===== src/rtl/ptw_axim_arbiter_if.sv =====
// Walker-side and AXI-master-side signals of the PTW read arbiter.
// slave = the arbiter itself; master = the TLBs and AXI master around it.
interface ptw_axim_arbiter_if #(
    parameter int ADDR_WIDTH = 64,
    parameter int DATA_WIDTH = 64
);
    logic                  I_ADDR_VALID;
    logic [ADDR_WIDTH-1:0] I_ADDR;
    logic                  I_DATA_VALID;
    logic [DATA_WIDTH-1:0] I_DATA;
    logic                  I_ERR;
    logic                  D_ADDR_VALID;
    logic [ADDR_WIDTH-1:0] D_ADDR;
    logic                  D_DATA_VALID;
    logic [DATA_WIDTH-1:0] D_DATA;
    logic                  D_ERR;
    logic                  M_ADDR_READY;
    logic                  M_ADDR_VALID;
    logic [ADDR_WIDTH-1:0] M_ADDR;
    logic                  M_DATA_VALID;
    logic [DATA_WIDTH-1:0] M_DATA;
    logic                  M_ERR;

    modport slave (
        input  I_ADDR_VALID, I_ADDR, D_ADDR_VALID, D_ADDR,
        input  M_ADDR_READY, M_DATA_VALID, M_DATA, M_ERR,
        output I_DATA_VALID, I_DATA, I_ERR, D_DATA_VALID, D_DATA, D_ERR,
        output M_ADDR_VALID, M_ADDR
    );

    modport master (
        output I_ADDR_VALID, I_ADDR, D_ADDR_VALID, D_ADDR,
        output M_ADDR_READY, M_DATA_VALID, M_DATA, M_ERR,
        input  I_DATA_VALID, I_DATA, I_ERR, D_DATA_VALID, D_DATA, D_ERR,
        input  M_ADDR_VALID, M_ADDR
    );
endinterface


===== src/rtl/ptw_axim_arbiter.sv =====
// Shares one AXI read channel between the ITLB and DTLB page-table walkers:
// one buffered request per walker, one transaction outstanding, response routed to its owner.
module ptw_axim_arbiter #(
    parameter int ADDR_WIDTH = 64,
    parameter int DATA_WIDTH = 64,
    parameter int RR_ENABLE  = 1
) (
    input  logic                  CLK,
    input  logic                  RST,
    input  logic                  FLUSH,
    ptw_axim_arbiter_if.slave     bus,
    output logic [1:0]            OVERFLOW,
    output logic [0:0]            o_state
);
    // Handshake: walkers and the master exchange single-cycle pulses; an address is
    // only issued while M_ADDR_READY is high, and each issue is answered by exactly one
    // M_DATA_VALID pulse before the next issue.
    localparam logic [0:0] ST_IDLE = 1'b0;
    localparam logic [0:0] ST_WAIT = 1'b1;
    localparam logic       RR_ON   = (RR_ENABLE != 0) ? 1'b1 : 1'b0;

    logic [0:0]            r_state;
    logic                  r_pend_i;
    logic                  r_pend_d;
    logic [ADDR_WIDTH-1:0] r_buf_i;
    logic [ADDR_WIDTH-1:0] r_buf_d;
    logic                  r_owner_d;
    logic                  r_last_d;
    logic                  r_drop;
    logic                  r_m_addr_valid;
    logic [ADDR_WIDTH-1:0] r_m_addr;
    logic [1:0]            r_overflow;

    logic                  w_issue;
    logic                  w_sel_d;
    logic                  w_resp;
    logic                  w_deliver;
    logic                  w_keep_i;
    logic                  w_keep_d;
    logic [DATA_WIDTH-1:0] w_m_data;

    always_comb begin
        // DTLB wins when it is alone, or in round-robin mode when ITLB was served last.
        w_sel_d   = r_pend_d & (~r_pend_i | (RR_ON & ~r_last_d));
        w_issue   = (r_state == ST_IDLE) & (r_pend_i | r_pend_d) & bus.M_ADDR_READY;
        w_resp    = (r_state == ST_WAIT) & bus.M_DATA_VALID;
        w_deliver = w_resp & ~r_drop & ~FLUSH;
        // Pending entries that survive this cycle (FLUSH clears before capture).
        w_keep_i  = r_pend_i & ~(w_issue & ~w_sel_d) & ~FLUSH;
        w_keep_d  = r_pend_d & ~(w_issue & w_sel_d) & ~FLUSH;
    end

    always_ff @(posedge CLK) begin
        if (RST) begin
            r_state        <= ST_IDLE;
            r_pend_i       <= 1'b0;
            r_pend_d       <= 1'b0;
            r_buf_i        <= '0;
            r_buf_d        <= '0;
            r_owner_d      <= 1'b0;
            r_last_d       <= 1'b1;
            r_drop         <= 1'b0;
            r_m_addr_valid <= 1'b0;
            r_m_addr       <= '0;
            r_overflow     <= 2'b00;
        end else begin
            r_pend_i       <= w_keep_i | bus.I_ADDR_VALID;
            r_pend_d       <= w_keep_d | bus.D_ADDR_VALID;
            r_m_addr_valid <= w_issue;
            if (bus.I_ADDR_VALID) begin
                r_buf_i <= bus.I_ADDR;
            end
            if (bus.D_ADDR_VALID) begin
                r_buf_d <= bus.D_ADDR;
            end
            if (bus.I_ADDR_VALID & w_keep_i) begin
                r_overflow[0] <= 1'b1;
            end
            if (bus.D_ADDR_VALID & w_keep_d) begin
                r_overflow[1] <= 1'b1;
            end

            if (w_issue) begin
                r_m_addr  <= w_sel_d ? r_buf_d : r_buf_i;
                r_owner_d <= w_sel_d;
                r_last_d  <= w_sel_d;
                r_state   <= ST_WAIT;
            end else if (w_resp) begin
                r_state <= ST_IDLE;
            end

            // A flushed walk still has its response consumed, just not delivered.
            if (w_resp) begin
                r_drop <= 1'b0;
            end else if (FLUSH & ((r_state == ST_WAIT) | w_issue)) begin
                r_drop <= 1'b1;
            end
        end
    end

    assign w_m_data         = bus.M_DATA;
    assign bus.I_DATA       = w_m_data;
    assign bus.D_DATA       = w_m_data;
    assign bus.I_DATA_VALID = w_deliver & ~r_owner_d;
    assign bus.D_DATA_VALID = w_deliver & r_owner_d;
    assign bus.I_ERR        = w_deliver & ~r_owner_d & bus.M_ERR;
    assign bus.D_ERR        = w_deliver & r_owner_d & bus.M_ERR;
    assign bus.M_ADDR_VALID = r_m_addr_valid;
    assign bus.M_ADDR       = r_m_addr;
    assign OVERFLOW         = r_overflow;
    assign o_state          = r_state;
endmodule


===== src/flat_wrapper.sv =====
// flat-port wrapper written by rule: the top's interface ports become plain ports
module ptw_axim_arbiter_flat 
#(
    parameter int ADDR_WIDTH = 64,
    parameter int DATA_WIDTH = 64,
    parameter int RR_ENABLE  = 1
)
  (CLK, RST, FLUSH, OVERFLOW, o_state, bus_I_ADDR_VALID, bus_I_ADDR, bus_D_ADDR_VALID, bus_D_ADDR, bus_M_ADDR_READY, bus_M_DATA_VALID, bus_M_DATA, bus_M_ERR, bus_I_DATA_VALID, bus_I_DATA, bus_I_ERR, bus_D_DATA_VALID, bus_D_DATA, bus_D_ERR, bus_M_ADDR_VALID, bus_M_ADDR);
  ptw_axim_arbiter_if #(.ADDR_WIDTH(ADDR_WIDTH), .DATA_WIDTH(DATA_WIDTH)) bus_i ();
  input  logic CLK;
  input  logic RST;
  input  logic FLUSH;
  output logic [1:0] OVERFLOW;
  output logic [0:0] o_state;
  input wire logic [$bits(bus_i.I_ADDR_VALID)-1:0] bus_I_ADDR_VALID;
  input wire logic [$bits(bus_i.I_ADDR)-1:0] bus_I_ADDR;
  input wire logic [$bits(bus_i.D_ADDR_VALID)-1:0] bus_D_ADDR_VALID;
  input wire logic [$bits(bus_i.D_ADDR)-1:0] bus_D_ADDR;
  input wire logic [$bits(bus_i.M_ADDR_READY)-1:0] bus_M_ADDR_READY;
  input wire logic [$bits(bus_i.M_DATA_VALID)-1:0] bus_M_DATA_VALID;
  input wire logic [$bits(bus_i.M_DATA)-1:0] bus_M_DATA;
  input wire logic [$bits(bus_i.M_ERR)-1:0] bus_M_ERR;
  output wire logic [$bits(bus_i.I_DATA_VALID)-1:0] bus_I_DATA_VALID;
  output wire logic [$bits(bus_i.I_DATA)-1:0] bus_I_DATA;
  output wire logic [$bits(bus_i.I_ERR)-1:0] bus_I_ERR;
  output wire logic [$bits(bus_i.D_DATA_VALID)-1:0] bus_D_DATA_VALID;
  output wire logic [$bits(bus_i.D_DATA)-1:0] bus_D_DATA;
  output wire logic [$bits(bus_i.D_ERR)-1:0] bus_D_ERR;
  output wire logic [$bits(bus_i.M_ADDR_VALID)-1:0] bus_M_ADDR_VALID;
  output wire logic [$bits(bus_i.M_ADDR)-1:0] bus_M_ADDR;
  assign bus_i.I_ADDR_VALID = bus_I_ADDR_VALID;
  assign bus_i.I_ADDR = bus_I_ADDR;
  assign bus_i.D_ADDR_VALID = bus_D_ADDR_VALID;
  assign bus_i.D_ADDR = bus_D_ADDR;
  assign bus_i.M_ADDR_READY = bus_M_ADDR_READY;
  assign bus_i.M_DATA_VALID = bus_M_DATA_VALID;
  assign bus_i.M_DATA = bus_M_DATA;
  assign bus_i.M_ERR = bus_M_ERR;
  assign bus_I_DATA_VALID = bus_i.I_DATA_VALID;
  assign bus_I_DATA = bus_i.I_DATA;
  assign bus_I_ERR = bus_i.I_ERR;
  assign bus_D_DATA_VALID = bus_i.D_DATA_VALID;
  assign bus_D_DATA = bus_i.D_DATA;
  assign bus_D_ERR = bus_i.D_ERR;
  assign bus_M_ADDR_VALID = bus_i.M_ADDR_VALID;
  assign bus_M_ADDR = bus_i.M_ADDR;
  ptw_axim_arbiter #(.ADDR_WIDTH(ADDR_WIDTH), .DATA_WIDTH(DATA_WIDTH), .RR_ENABLE(RR_ENABLE)) u_core (.CLK(CLK), .RST(RST), .FLUSH(FLUSH), .bus(bus_i), .OVERFLOW(OVERFLOW), .o_state(o_state));
endmodule

===== config.mk =====
export PLATFORM = sky130hd
export DESIGN_NAME = ptw_axim_arbiter_flat
export DESIGN_NICKNAME = d
export VERILOG_FILES = /design/src/rtl/ptw_axim_arbiter_if.sv /design/src/rtl/ptw_axim_arbiter.sv /design/src/flat_wrapper.sv
export SDC_FILE = /design/constraint.sdc
export NUM_CORES = 1
export LEC_CHECK = 0
export CAP_MARGIN = 20
export CORE_AREA = 4 4 154 156
export CTS_CLUSTER_DIAMETER = 60
export DETAILED_ROUTE_END_ITERATION = 16
export DIE_AREA = 0 0 158 160
export DONT_BUFFER_PORTS = 1
export PLACE_DENSITY_LB_ADDON = 0.15
export SKIP_CTS_REPAIR_TIMING = 1
export SLEW_MARGIN = 25
export SYNTH_ARGS = -nofsm -noshare
export SYNTH_HDL_FRONTEND = slang
export SYNTH_SLANG_ARGS = --single-unit

===== constraint.sdc =====
create_clock -name CLK -period 1.95 [get_ports CLK]
set_input_delay 0.39 -clock CLK [delete_from_list [all_inputs] [get_ports CLK]]
set_output_delay 0.39 -clock CLK [all_outputs]
set_load 0.01 [all_outputs]

[Word level (Yosys, flattened, before mapping)]
Index checks and enable logic that the tools add are counted.
Storage, ports and cells
  word-level logic and storage cells: 50
  register bits after elaboration: 201
  output and inout port bits: 200
  bits of input ports: 200
Cells by class
  bitwise gates (word level): 33
  mux-type cells: 3
  reduce and logical (&&, ||, !) cells: 2
Operators by type and width (count)
  64-bit 2-to-1 mux: 1
  1-bit AND: 19
  1-bit NOT: 9
  1-bit OR: 5
  1-bit 2-to-1 mux: 2
  2-bit nonzero test: 1
  2-bit OR reduction: 1

[Logic depth before layout (Yosys ltp)]
  depth after elaboration: 9
  gate-level depth with buffers: 6
  gate-level depth less buffers: 4

[Least setup slack after synthesis]
Ideal clock, no wire load.
  path type: flip-flop to flip-flop
  start: register u_core.r_state, in the netlist u_core.o_state
  end: register u_core.r_m_addr[35], in the netlist u_core.bus.M_ADDR[35]
  stages on the path, launching flop included: 7
  buffers on the path: 2
  required time: 1.822 ns
  library setup time: 0.128 ns
  slack: 0.507 ns
  arrival time: 1.316 ns
  period minus slack after synthesis: 1.443 ns
  path through: dfxtp_1 > a21oi_1 > and3_1 > buf_6 > buf_6 > a222oi_1 > nor2_1
Between the ends
  cells in the longest elaborated chain, start to end: 3
Ends and longest elaborated chain
  start: declaration: RTL line ptw_axim_arbiter.sv:22  | logic [0:0] r_state;
  start signal: assignment: RTL line ptw_axim_arbiter.sv:55  | r_state <= ST_IDLE;
  start signal: assignment: RTL line ptw_axim_arbiter.sv:87  | r_state <= ST_WAIT;
  start signal: assignment: RTL line ptw_axim_arbiter.sv:89  | r_state <= ST_IDLE;
  1-bit NOT: RTL line ptw_axim_arbiter.sv:45  | w_issue = (r_state == ST_IDLE) & (r_pend_i | r_pend_d) & bus.M_ADDR_READY;
  1-bit AND (2 in a row): RTL line ptw_axim_arbiter.sv:45
  end signal: assignment: RTL line ptw_axim_arbiter.sv:84  | r_m_addr <= w_sel_d ? r_buf_d : r_buf_i;
  end: declaration: RTL line ptw_axim_arbiter.sv:31  | logic [ADDR_WIDTH-1:0] r_m_addr;
Every way passes these cells.
A chain may end at the register's enable or synchronous reset.

[Worst setup path in the final report]
  start: register u_core.r_state, in the netlist u_core.o_state
  end: output bus_I_ERR
Between the ends
  cells in the longest elaborated chain, start to end: 5
Ends and longest elaborated chain
  1-bit AND: RTL line ptw_axim_arbiter.sv:46  | w_resp = (r_state == ST_WAIT) & bus.M_DATA_VALID;
  1-bit AND (2 in a row): RTL line ptw_axim_arbiter.sv:47  | w_deliver = w_resp & ~r_drop & ~FLUSH;
  1-bit AND (2 in a row): RTL line ptw_axim_arbiter.sv:106  | assign bus.I_ERR = w_deliver & ~r_owner_d & bus.M_ERR;
  end: declaration: RTL line flat_wrapper.sv:25  | output wire logic [$bits(bus_i.I_ERR)-1:0] bus_I_ERR;
Every way passes these cells.

==> impl_metrics.env <==
export IMPL_path_clk_slew_ns=0.06
export IMPL_die_x_um=158
export IMPL_synthesis_nets=1038
export IMPL_max_clock_path_buffers=3
export IMPL_hold_viol=0
export IMPL_routedWlPerCell_um=24.0
export IMPL_fmax_mhz=548
export IMPL_hold_path_class="in2reg"
export IMPL_cts_tree="done"
export IMPL_grt_pass1_wl_um=33800
export IMPL_port_buffers=0
export IMPL_maxSlewViolCount=0
export IMPL_syn_avg_cell_area_sq_um=9.75
export IMPL_relSlewSlack_pct=63.4
export IMPL_drt_wl_total_um=24700
export IMPL_cap_violations=0
export IMPL_worst_slew_pin_slew_ns=0.548
export IMPL_drtAntennaViolNets=0
export IMPL_synth_edf_count=0
export IMPL_worst_clock_skew_ns=0.0164
export IMPL_fp_dieH_um=160
export IMPL_vias=5405
export IMPL_finalSetupTns_ns=0
export IMPL_overflow=0
export IMPL_rsz0062_at_grt="no"
export IMPL_total_power_uw=9130
export IMPL_synthFlopType="dfxtp_1"
export IMPL_power_leakage_uw=0.00359
export IMPL_start_util_pct=36.5
export IMPL_firstDrtPassIters=6
export IMPL_syn_inst=838
export IMPL_num_io_pins=400
export IMPL_yosys_cell_types_count=26
export IMPL_yosysWarnings=0
export IMPL_areaGrowthSynthToFinish_pct=5.51
export IMPL_peakVddDrop_mv=0.577
export IMPL_h_tree_depth=1
export IMPL_drt_vias_per_instance=5.25
export IMPL_setup_viol=0
export IMPL_final_cells=1030
export IMPL_fin_nets=929
export IMPL_diodes=0
export IMPL_power_density_nw_per_um2=1060
export IMPL_cts_sinks=201
export IMPL_clock_root_buffer="clkbuf_16"
export IMPL_fin_crit_sh_pct=93.5
export IMPL_grt_pass1_vias=5139
export IMPL_syn_cell_area_sq_um=8170
export IMPL_rows=55
export IMPL_place_gp_congestion=0.775
export IMPL_post_route_util_pct=38.6
export IMPL_core_area_sq_um=22400
export IMPL_path_class="reg2out"
export IMPL_dr_first_iter_drc_count=461
export IMPL_seq_area_frac_synth_pct=49.2
export IMPL_crit_fanout=7
export IMPL_fin_crit_ns=1.82
export IMPL_grt_antenna_before_repair=0
export IMPL_yosys_register_bits=201
export IMPL_dp_cells=944
export IMPL_crit_path_end_kind="output port"
export IMPL_crit_required_ns=1.56
export IMPL_async_flop_share_pct=0
export IMPL_dpl_hpwl_um=16200
export IMPL_drc_errors=0
export IMPL_status="finished, final reports clean"
export IMPL_cp_start_kind="flop"
export IMPL_nFillCells=2185
export IMPL_final_layout_size_suffix_gt1_share_pct=6.71
export IMPL_grt_total_usage_pct=17.2
export IMPL_insertion_delay_ns=0.50
export IMPL_dieArea_sq_um=25300
export IMPL_cts_buffers=23
export IMPL_arrival_ns=1.43
export IMPL_grt_max_degree=202
-- logic make-up after synthesis --
logic type / count (synthesis) / share of synthesized area, %
AO/OA/AOI/OAI: 108 / 9.80
buffers and inverters: 192 / 15.4
flip-flops: 201 / 49.2
multiplexers: 128 / 15.7
AND/OR/NAND/NOR: 209 / 9.89
-- path summary, 6_finish.rpt --
path / to / slack [ns] / cells past startpoint / from
setup / recovery: bus_I_ERR / 0.13 / 3 / u_core.o_state
hold / removal: u_core.r_pend_i / 0.04 / 2 / bus_I_ADDR_VALID
setup reg to reg: u_core.bus.M_ADDR[45] / 0.26 / 4 / u_core.r_pend_d
hold reg to reg: u_core.bus.M_ADDR[19] / 0.45 / 2 / u_core.r_buf_i[19]
-- metal layers --
metal	GRT usage, %	vias up	wire length (um)	share of wire [%]
li1	-	2530	-	-
met1	18.8	2549	8650	35
met2	29.9	289	12700	51
met3	7.26	37	2790	11
met4	5.35	0	606	2.5
met5	0	-	0	0
-- cell type report --
type | instances | area [sq um] | share of cell area (%)
Timing Repair Buffer | 53 | 591 | 6.85
Tap cell | 285 | 357 | 4.14
Inverter | 5 | 18.8 | 0.218
Sequential cell | 201 | 4030 | 46.7
Multi-Input combinational cell | 445 | 2910 | 33.7
Clock inverter | 8 | 72.6 | 0.842
Clock buffer | 33 | 653 | 7.57
-- power by group --
| group | switching, uW | total [uW] | leakage (uW) | internal [uW] |
|---|---|---|---|---|
| combinational | 258 | 567 | 0.00158 | 309 |
| sequential | 153 | 4470 | 0.00165 | 4320 |
| clock | 1630 | 4090 | 0.000362 | 2460 |
-- sequential cells by signal, indices dropped and copies added, names as in the netlist --
signal / flops
u_core.bus.M_ADDR: 64
u_core.r_buf_d: 64
u_core.r_buf_i: 64
u_core.OVERFLOW: 2
u_core.bus.M_ADDR_VALID: 1
u_core.o_state: 1
u_core.r_drop: 1
u_core.r_last_d: 1
u_core.r_owner_d: 1
u_core.r_pend_d: 1
u_core.r_pend_i: 1
-- cell usage in the layout (no fill, tap or decap), types with 2 or more instances in the layout --
cell,Yosys,routed
a21oi_1,36,36
a222oi_1,33,33
a22oi_1,31,31
a31oi_1,2,2
buf_12,0,5
buf_4,129,3
clkbuf_1,30,6
clkbuf_16,0,23
clkbuf_8,0,4
clkinv_2,0,5
dfxtp_1,201,200
dlygate4sd3_1,0,44
inv_1,5,5
mux2i_1,128,128
nand2_1,33,33
nor2_1,167,167
-- per-stage QoR --
step | cell area, sq um | hold WS (ns) | worst slack [ns]
4_1_cts | 8150 | -0.0515 | -0.0420
3_5_place_dp | 7420 | 0.442 | 0.260
3_3_place_gp | 7420 | 0.431 | 0.313
5_1_grt | 8620 | 0.00110 | 0.0679
2_1_floorplan | 8170 | 0.431 | 0.507
6_report | 8620 | 0.0351 | 0.126
-- worst max-delay path: stages, from the launching register on --
cell and delay, ns:
dfxtp_2 0.39, and4_2 0.29, nand2_1 0.06, nor2_1 0.18
-- synthesized netlist by cell type, types with 2 or more instances --
library cell | number | area, sq um
a21oi_1 | 36 | 180
nor2b_1 | 2 | 12.5
dfxtp_1 | 201 | 4020
a31oi_1 | 2 | 12.5
inv_1 | 5 | 18.8
buf_6 | 3 | 33.8
nor2_1 | 167 | 627
clkbuf_1 | 30 | 113
and3_1 | 2 | 12.5
a222oi_1 | 33 | 330
buf_2 | 25 | 125
nand2_1 | 33 | 124
a22oi_1 | 31 | 233
mux2i_1 | 128 | 1280
buf_4 | 129 | 968
No activity file was read; power rests on OpenSTA's default activity.
